[src/rtl/mem_ab_if.sv]
// Operand memory bus for the systolic array feeder.
// Row writes for A, row loads for B, skewed A/B streams out.
interface mem_ab_if #(
  parameter int BITS_AB = 8,
  parameter int DIM     = 8,
  parameter int ROWBITS = $clog2(DIM)
);
  logic                      en;
  logic                      WrEn;
  logic [ROWBITS-1:0]        Arow;
  logic signed [BITS_AB-1:0] Ain  [DIM];
  logic signed [BITS_AB-1:0] Bin  [DIM];
  logic signed [BITS_AB-1:0] Aout [DIM];
  logic signed [BITS_AB-1:0] Bout [DIM];

  modport master (
    output en, WrEn, Arow, Ain, Bin,
    input  Aout, Bout
  );

  modport slave (
    input  en, WrEn, Arow, Ain, Bin,
    output Aout, Bout
  );
endinterface

[src/rtl/mem_ab.sv]
// Combined A/B operand memory for an 8x8 systolic multiplier.
// Loads B row by row, then streams A and B with diagonal skew.
module mem_ab #(
  parameter int BITS_AB = 8,
  parameter int DIM     = 8,
  parameter int ROWBITS = $clog2(DIM)
) (
  input logic     clk,
  input logic     rst_n,
  mem_ab_if.slave bus
);
  localparam int KLAST = 3*DIM - 3;
  localparam int KBITS = $clog2(KLAST + 1);

  typedef logic signed [BITS_AB-1:0] elem_t;
  typedef enum logic {LOAD, STREAM} state_t;

  state_t             state_q, state_d;
  logic [ROWBITS-1:0] r_q, r_d;
  logic [KBITS-1:0]   k_q, k_d;

  elem_t a_q [DIM][DIM];
  elem_t a_d [DIM][DIM];
  elem_t b_q [DIM][DIM];
  elem_t b_d [DIM][DIM];
  elem_t aout_q [DIM];
  elem_t aout_d [DIM];
  elem_t bout_q [DIM];
  elem_t bout_d [DIM];

  logic [KBITS:0]     diff;
  logic [ROWBITS-1:0] idx;

  // A row write, independent of the sequencer; stream reads old a_q
  always_comb begin
    a_d = a_q;
    if (bus.WrEn) begin
      for (int c = 0; c < DIM; c++) begin
        a_d[bus.Arow][c] = bus.Ain[c];
      end
    end
  end

  // Sequencer next state, B load and skewed output selection
  always_comb begin
    state_d = state_q;
    r_d     = r_q;
    k_d     = k_q;
    b_d     = b_q;
    aout_d  = aout_q;
    bout_d  = bout_q;
    diff    = '0;
    idx     = '0;
    if (bus.en) begin
      unique case (1'b1)
        (state_q == LOAD): begin
          for (int c = 0; c < DIM; c++) begin
            b_d[r_q][c] = bus.Bin[c];
            aout_d[c]   = '0;
            bout_d[c]   = '0;
          end
          if (r_q == ROWBITS'(DIM - 1)) begin
            state_d = STREAM;
            r_d     = '0;
            k_d     = '0;
          end else begin
            r_d = r_q + ROWBITS'(1);
          end
        end
        (state_q == STREAM): begin
          for (int j = 0; j < DIM; j++) begin
            diff = {1'b0, k_q} - (KBITS+1)'(j);
            idx  = diff[ROWBITS-1:0];
            if (!diff[KBITS] &&
                diff < (KBITS+1)'(DIM)) begin
              aout_d[j] = a_q[j][idx];
              bout_d[j] = b_q[idx][j];
            end else begin
              aout_d[j] = '0;
              bout_d[j] = '0;
            end
          end
          if (k_q == KBITS'(KLAST)) begin
            state_d = LOAD;
            r_d     = '0;
            k_d     = '0;
          end else begin
            k_d = k_q + KBITS'(1);
          end
        end
        default: ;
      endcase
    end
  end

  // All state and registered outputs, cleared by async reset
  always_ff @(posedge clk or negedge rst_n) begin
    if (!rst_n) begin
      state_q <= LOAD;
      r_q     <= '0;
      k_q     <= '0;
      for (int i = 0; i < DIM; i++) begin
        aout_q[i] <= '0;
        bout_q[i] <= '0;
        for (int j = 0; j < DIM; j++) begin
          a_q[i][j] <= '0;
          b_q[i][j] <= '0;
        end
      end
    end else begin
      state_q <= state_d;
      r_q     <= r_d;
      k_q     <= k_d;
      for (int i = 0; i < DIM; i++) begin
        aout_q[i] <= aout_d[i];
        bout_q[i] <= bout_d[i];
        for (int j = 0; j < DIM; j++) begin
          a_q[i][j] <= a_d[i][j];
          b_q[i][j] <= b_d[i][j];
        end
      end
    end
  end

  for (genvar j = 0; j < DIM; j++) begin : g_out
    assign bus.Aout[j] = aout_q[j];
    assign bus.Bout[j] = bout_q[j];
  end
endmodule

[src/flat_wrapper.sv]
// flat-port wrapper written by rule: the top's interface ports become plain ports
module mem_ab_flat 
#(
  parameter int BITS_AB = 8,
  parameter int DIM     = 8,
  parameter int ROWBITS = $clog2(DIM)
)
  (clk, rst_n, bus_en, bus_WrEn, bus_Arow, bus_Ain, bus_Bin, bus_Aout, bus_Bout);
  mem_ab_if #(.BITS_AB(BITS_AB), .DIM(DIM), .ROWBITS(ROWBITS)) bus_i ();
  input logic clk;
  input logic rst_n;
  input wire logic [$bits(bus_i.en)-1:0] bus_en;
  input wire logic [$bits(bus_i.WrEn)-1:0] bus_WrEn;
  input wire logic [$bits(bus_i.Arow)-1:0] bus_Arow;
  input wire logic [$bits(bus_i.Ain)-1:0] bus_Ain;
  input wire logic [$bits(bus_i.Bin)-1:0] bus_Bin;
  output wire logic [$bits(bus_i.Aout)-1:0] bus_Aout;
  output wire logic [$bits(bus_i.Bout)-1:0] bus_Bout;
  assign bus_i.en = bus_en;
  assign bus_i.WrEn = bus_WrEn;
  assign bus_i.Arow = bus_Arow;
  assign bus_i.Ain = {>>{bus_Ain}};
  assign bus_i.Bin = {>>{bus_Bin}};
  assign bus_Aout = {>>{bus_i.Aout}};
  assign bus_Bout = {>>{bus_i.Bout}};
  mem_ab #(.BITS_AB(BITS_AB), .DIM(DIM), .ROWBITS(ROWBITS)) u_core (.clk(clk), .rst_n(rst_n), .bus(bus_i));
endmodule
[config.mk]
export PLATFORM = sky130hd
export DESIGN_NAME = mem_ab_flat
export DESIGN_NICKNAME = d
export VERILOG_FILES = /design/src/rtl/mem_ab_if.sv /design/src/rtl/mem_ab.sv /design/src/flat_wrapper.sv
export SDC_FILE = /design/constraint.sdc
export NUM_CORES = 2
export LEC_CHECK = 0
export ABC_AREA = 1
export CAP_MARGIN = 20
export CORE_ASPECT_RATIO = 1.2
export CORE_UTILIZATION = 55
export CTS_BUF_LIST = sky130_fd_sc_hd__clkbuf_4
export DETAILED_ROUTE_END_ITERATION = 12
export GPL_ROUTABILITY_DRIVEN = 1
export MAX_ROUTING_LAYER = met4
export PLACE_DENSITY = 0.79
export SETUP_SLACK_MARGIN = 0.2
export SYNTH_ARGS = -nofsm -noshare
export SYNTH_HDL_FRONTEND = slang
export SYNTH_SLANG_ARGS = --single-unit
[constraint.sdc]
create_clock -name clk -period 3.2 [get_ports clk]
set_clock_uncertainty 0.2 [all_clocks]
set_input_delay 0.48 -clock clk [delete_from_list [all_inputs] [get_ports clk]]
set_output_delay 0.48 -clock clk [all_outputs]
set_load 0.03 [all_outputs]
==> impl_metrics.tcl <==
set metrics [dict create \
    synthSimpleGateAreaFrac_pct 25.1 \
    setup_tns_ns 0 \
    ys_async_sr_fraction_pct 100 \
    cp.depth 1 \
    final_core_util_pct 64.7 \
    place_area_um2 55200 \
    hold_depth 3 \
    hold_class "input port to flip-flop" \
    min_from "bus_Ain[26]" \
    power.density_nw_per_um2 970 \
    grt_max_degree 195 \
    drtAntennaViolNets 0 \
    grt-ovfl-total 0 \
    clockBufferDepth 4 \
    gp_congestion 0.897 \
    totalWireLength_um 154000 \
    synthToLayoutAreaGrowth_pct 16.2 \
    synth_top_area_share_pct 56.3 \
    dieArea_um2 95000 \
    crit_type "flip-flop to output port" \
    ys.flop_type "dfrtp_1" \
    synth_edf_count 0 \
    synthTopCellsByArea "dfrtp_1 56%, nand2_1 15%, o21ai_0 9.6%, nand3_1 5.7%, nor2_1 3.8%" \
    yosysTopAreaCell "dfrtp_1" \
    grt_setup_unrepaired "false" \
    seq_area_frac_synth_pct 56.3 \
    via_per_inst 5.66 \
    muxShareOfSynthArea_pct 0 \
    synthCells 6298 \
    met1_length_um 60400 \
    ys_ff_latch 1161 \
    critPathBufInv 1 \
    root_buffer "clkbuf_4" \
    timing.rr.start "u_core.k_q[0]" \
    core_area_um2 92500 \
    first_pass_iters 6 \
    nets 6808 \
    rr_worst_depth 9 \
    grt_pass1_wl_um 242000 \
    dr_wl_met2_um 74300 \
    cts_buffers 307 \
    drive_gt1_share_pct 9.36 \
    top_layer_used "met4" \
    peakVddDrop_mv 1.31 \
    grt_pass1_vias 43676 \
    worstPathCellList "clkdlybuf4s50_1" \
    synth_fa_ha_area_share_pct 0.340 \
    drc 0 \
    hpwl_um 91500 \
    clock_latency_ns 1.19 \
    synth_cell_types 35 \
    min_period_ns 2.91 \
    cp-end-kind "output port" \
    critPathSlowestCell "clkdlybuf4s50_1" \
    fin_crit_sh_pct 91.0 \
    cp_max_fo 2 \
    drt_iter0_markers 4971 \
    clock_sinks 1161 \
    start_util_pct 55.7 \
    cp_top_family "buffers and inverters" \
    synth_compound_area_share_pct 12.3 \
    hold_violations 0 \
    fmax_ghz 0.344 \
    synth_warnings 0 \
    cap_viol_max_count 0 \
    cts_tree "done" \
    critical_path_arrival_ns 2.23 \
    slew_violations 0 \
    avgSynthCellArea_um2 8.19 \
    wl_met3_um 11400 \
    cts_max_level 5 \
    die_w_um 281 \
    track_usage_pct 34.0 \
    max_stage_delay_ns 0.78 \
    relSlewSlack_pct 36.1 \
    synthXorXnorAreaFrac_pct 0.0971 \
    synth_top_family_by_area "simple AND/OR/NAND/NOR gates" \
    grt_antenna_before_repair 1 \
    start_kind "flip-flop" \
    syn_area_um2 51600 \
    syn_nets 6447 \
    finalSetupViolations 0 \
    numPortBuffers 262 \
    status "completed" \
    vias 45671 \
    avgRoutedWirePerCell_um 19.1 \
    clk_pin_slew_ns 0.07 \
    rows 122 \
    postLayoutCellArea_um2 59900 \
    die_y_um 337 \
    power.leakage_nw 29.2 \
    startpoint "u_core.bus.Aout[39]" \
    cp_data_required_time_ns 2.52 \
    pin_count 263 \
    worstMarginPinSlew_ns 0.958 \
]
flip-flops by register name, indices dropped and copies added, names as in the netlist:
register	count
u_core.a_q	512
u_core.b_q	512
u_core.bus.Aout	64
u_core.bus.Bout	64
u_core.k_q	5
u_core.r_q	3
u_core.state_q	1
metal layers:
metal	vias up	GRT usage, %
met3	394	5.13
met2	2117	54.0
li1	21161	-
met4	0	18.8
met5	-	-
met1	21999	41.7
through the flow:
stage | setup slack, ns | hold WS (ns) | std cells | total power, mW
3_3_place_gp | 0.535 | 0.258 | 7461 | 45.1
5_1_grt | 0.204 | 0.0508 | 8066 | 62.0
4_1_cts | 0.200 | 0.00676 | 8064 | 58.0
3_5_place_dp | 0.460 | 0.262 | 7461 | 45.8
6_report | 0.289 | 0.0920 | 8067 | 58.1
2_1_floorplan | 0.624 | -0.0156 | 6298 | 37.5
worst register-to-register path, stage by stage, from the launching register on:
cell     delay (ns)
dfrtp_4        0.58
inv_8          0.21
ha_4           0.26
inv_4          0.26
buf_4          0.35
nand3_1        0.12
nand3_1        0.29
nand2_1        0.13
nand2_1        0.09
nand2_1        0.06
repair_timing:
item / 4_1_cts / 5_1_grt
gates resized for setup: 13 / 1
setup endpoints to repair: 13 / 1
hold buffers: 128 / 0
endpoints found under the hold margin: 1947 / 0
pin swaps: 0 / 0
buffers inserted: 0 / 0
power breakdown:
| group | internal (mW) | leakage (nW) | total (mW) | switching, mW |
|---|---|---|---|---|
| sequential | 19.5 | 14.6 | 22.1 | 2.62 |
| clock | 6.15 | 2.07 | 12.0 | 5.83 |
| combinational | 7.88 | 12.5 | 24.0 | 16.1 |
cells in the final DEF (no fill, tap or decap), types with 127 or more instances in the layout:
| cell type | n |
|---|---|
| nand3_1 | 584 |
| nor2_1 | 515 |
| clkdlybuf4s50_1 | 247 |
| nand2_1 | 2004 |
| inv_1 | 243 |
| clkbuf_4 | 427 |
| dfrtp_1 | 1158 |
| dlygate4sd3_1 | 127 |
| a21oi_1 | 152 |
| o21ai_0 | 987 |
cells in the mapped netlist, types with 38 or more instances:
master and count:
a21oi_1 152, buf_2 189, clkbuf_1 196, dfrtp_1 1161, inv_1 244, nand2_1 2010
nand3_1 585, nor2_1 516, o211ai_1 38, o21ai_0 987, o21ai_1 54, or2_2 50
path summary, 6_finish.rpt:
kind	endpoint	slack (ns)
setup / recovery	bus_Aout[39]	0.29
setup reg to reg	u_core.bus.Aout[2]	0.52
hold reg to reg	u_core.bus.Bout[22]	0.28
hold / removal	u_core.a_q[410]	0.09
max in group asynchronous	u_core.a_q[483]	1.62
min in group asynchronous	u_core.b_q[328]	0.48
kinds of logic after synthesis:
logic type      after synthesis
buf+inv                     698
simple gates               3182
fa+ha+maj                    14
xor+xnor                      4
flops                      1161
compound gates             1239
layout make-up:
class                           count  area (um2)
Fill cell                        7838       32600
Multi-Input combinational cell   4439       19600
Sequential cell                  1161       29100
Antenna cell                        2        5.00
Timing Repair Buffer              498        5270
Clock inverter                     48         219
Inverter                          252         968
Tap cell                         1240        1550
Clock buffer                      427        3210
No activity file was read; power rests on OpenSTA's default activity.
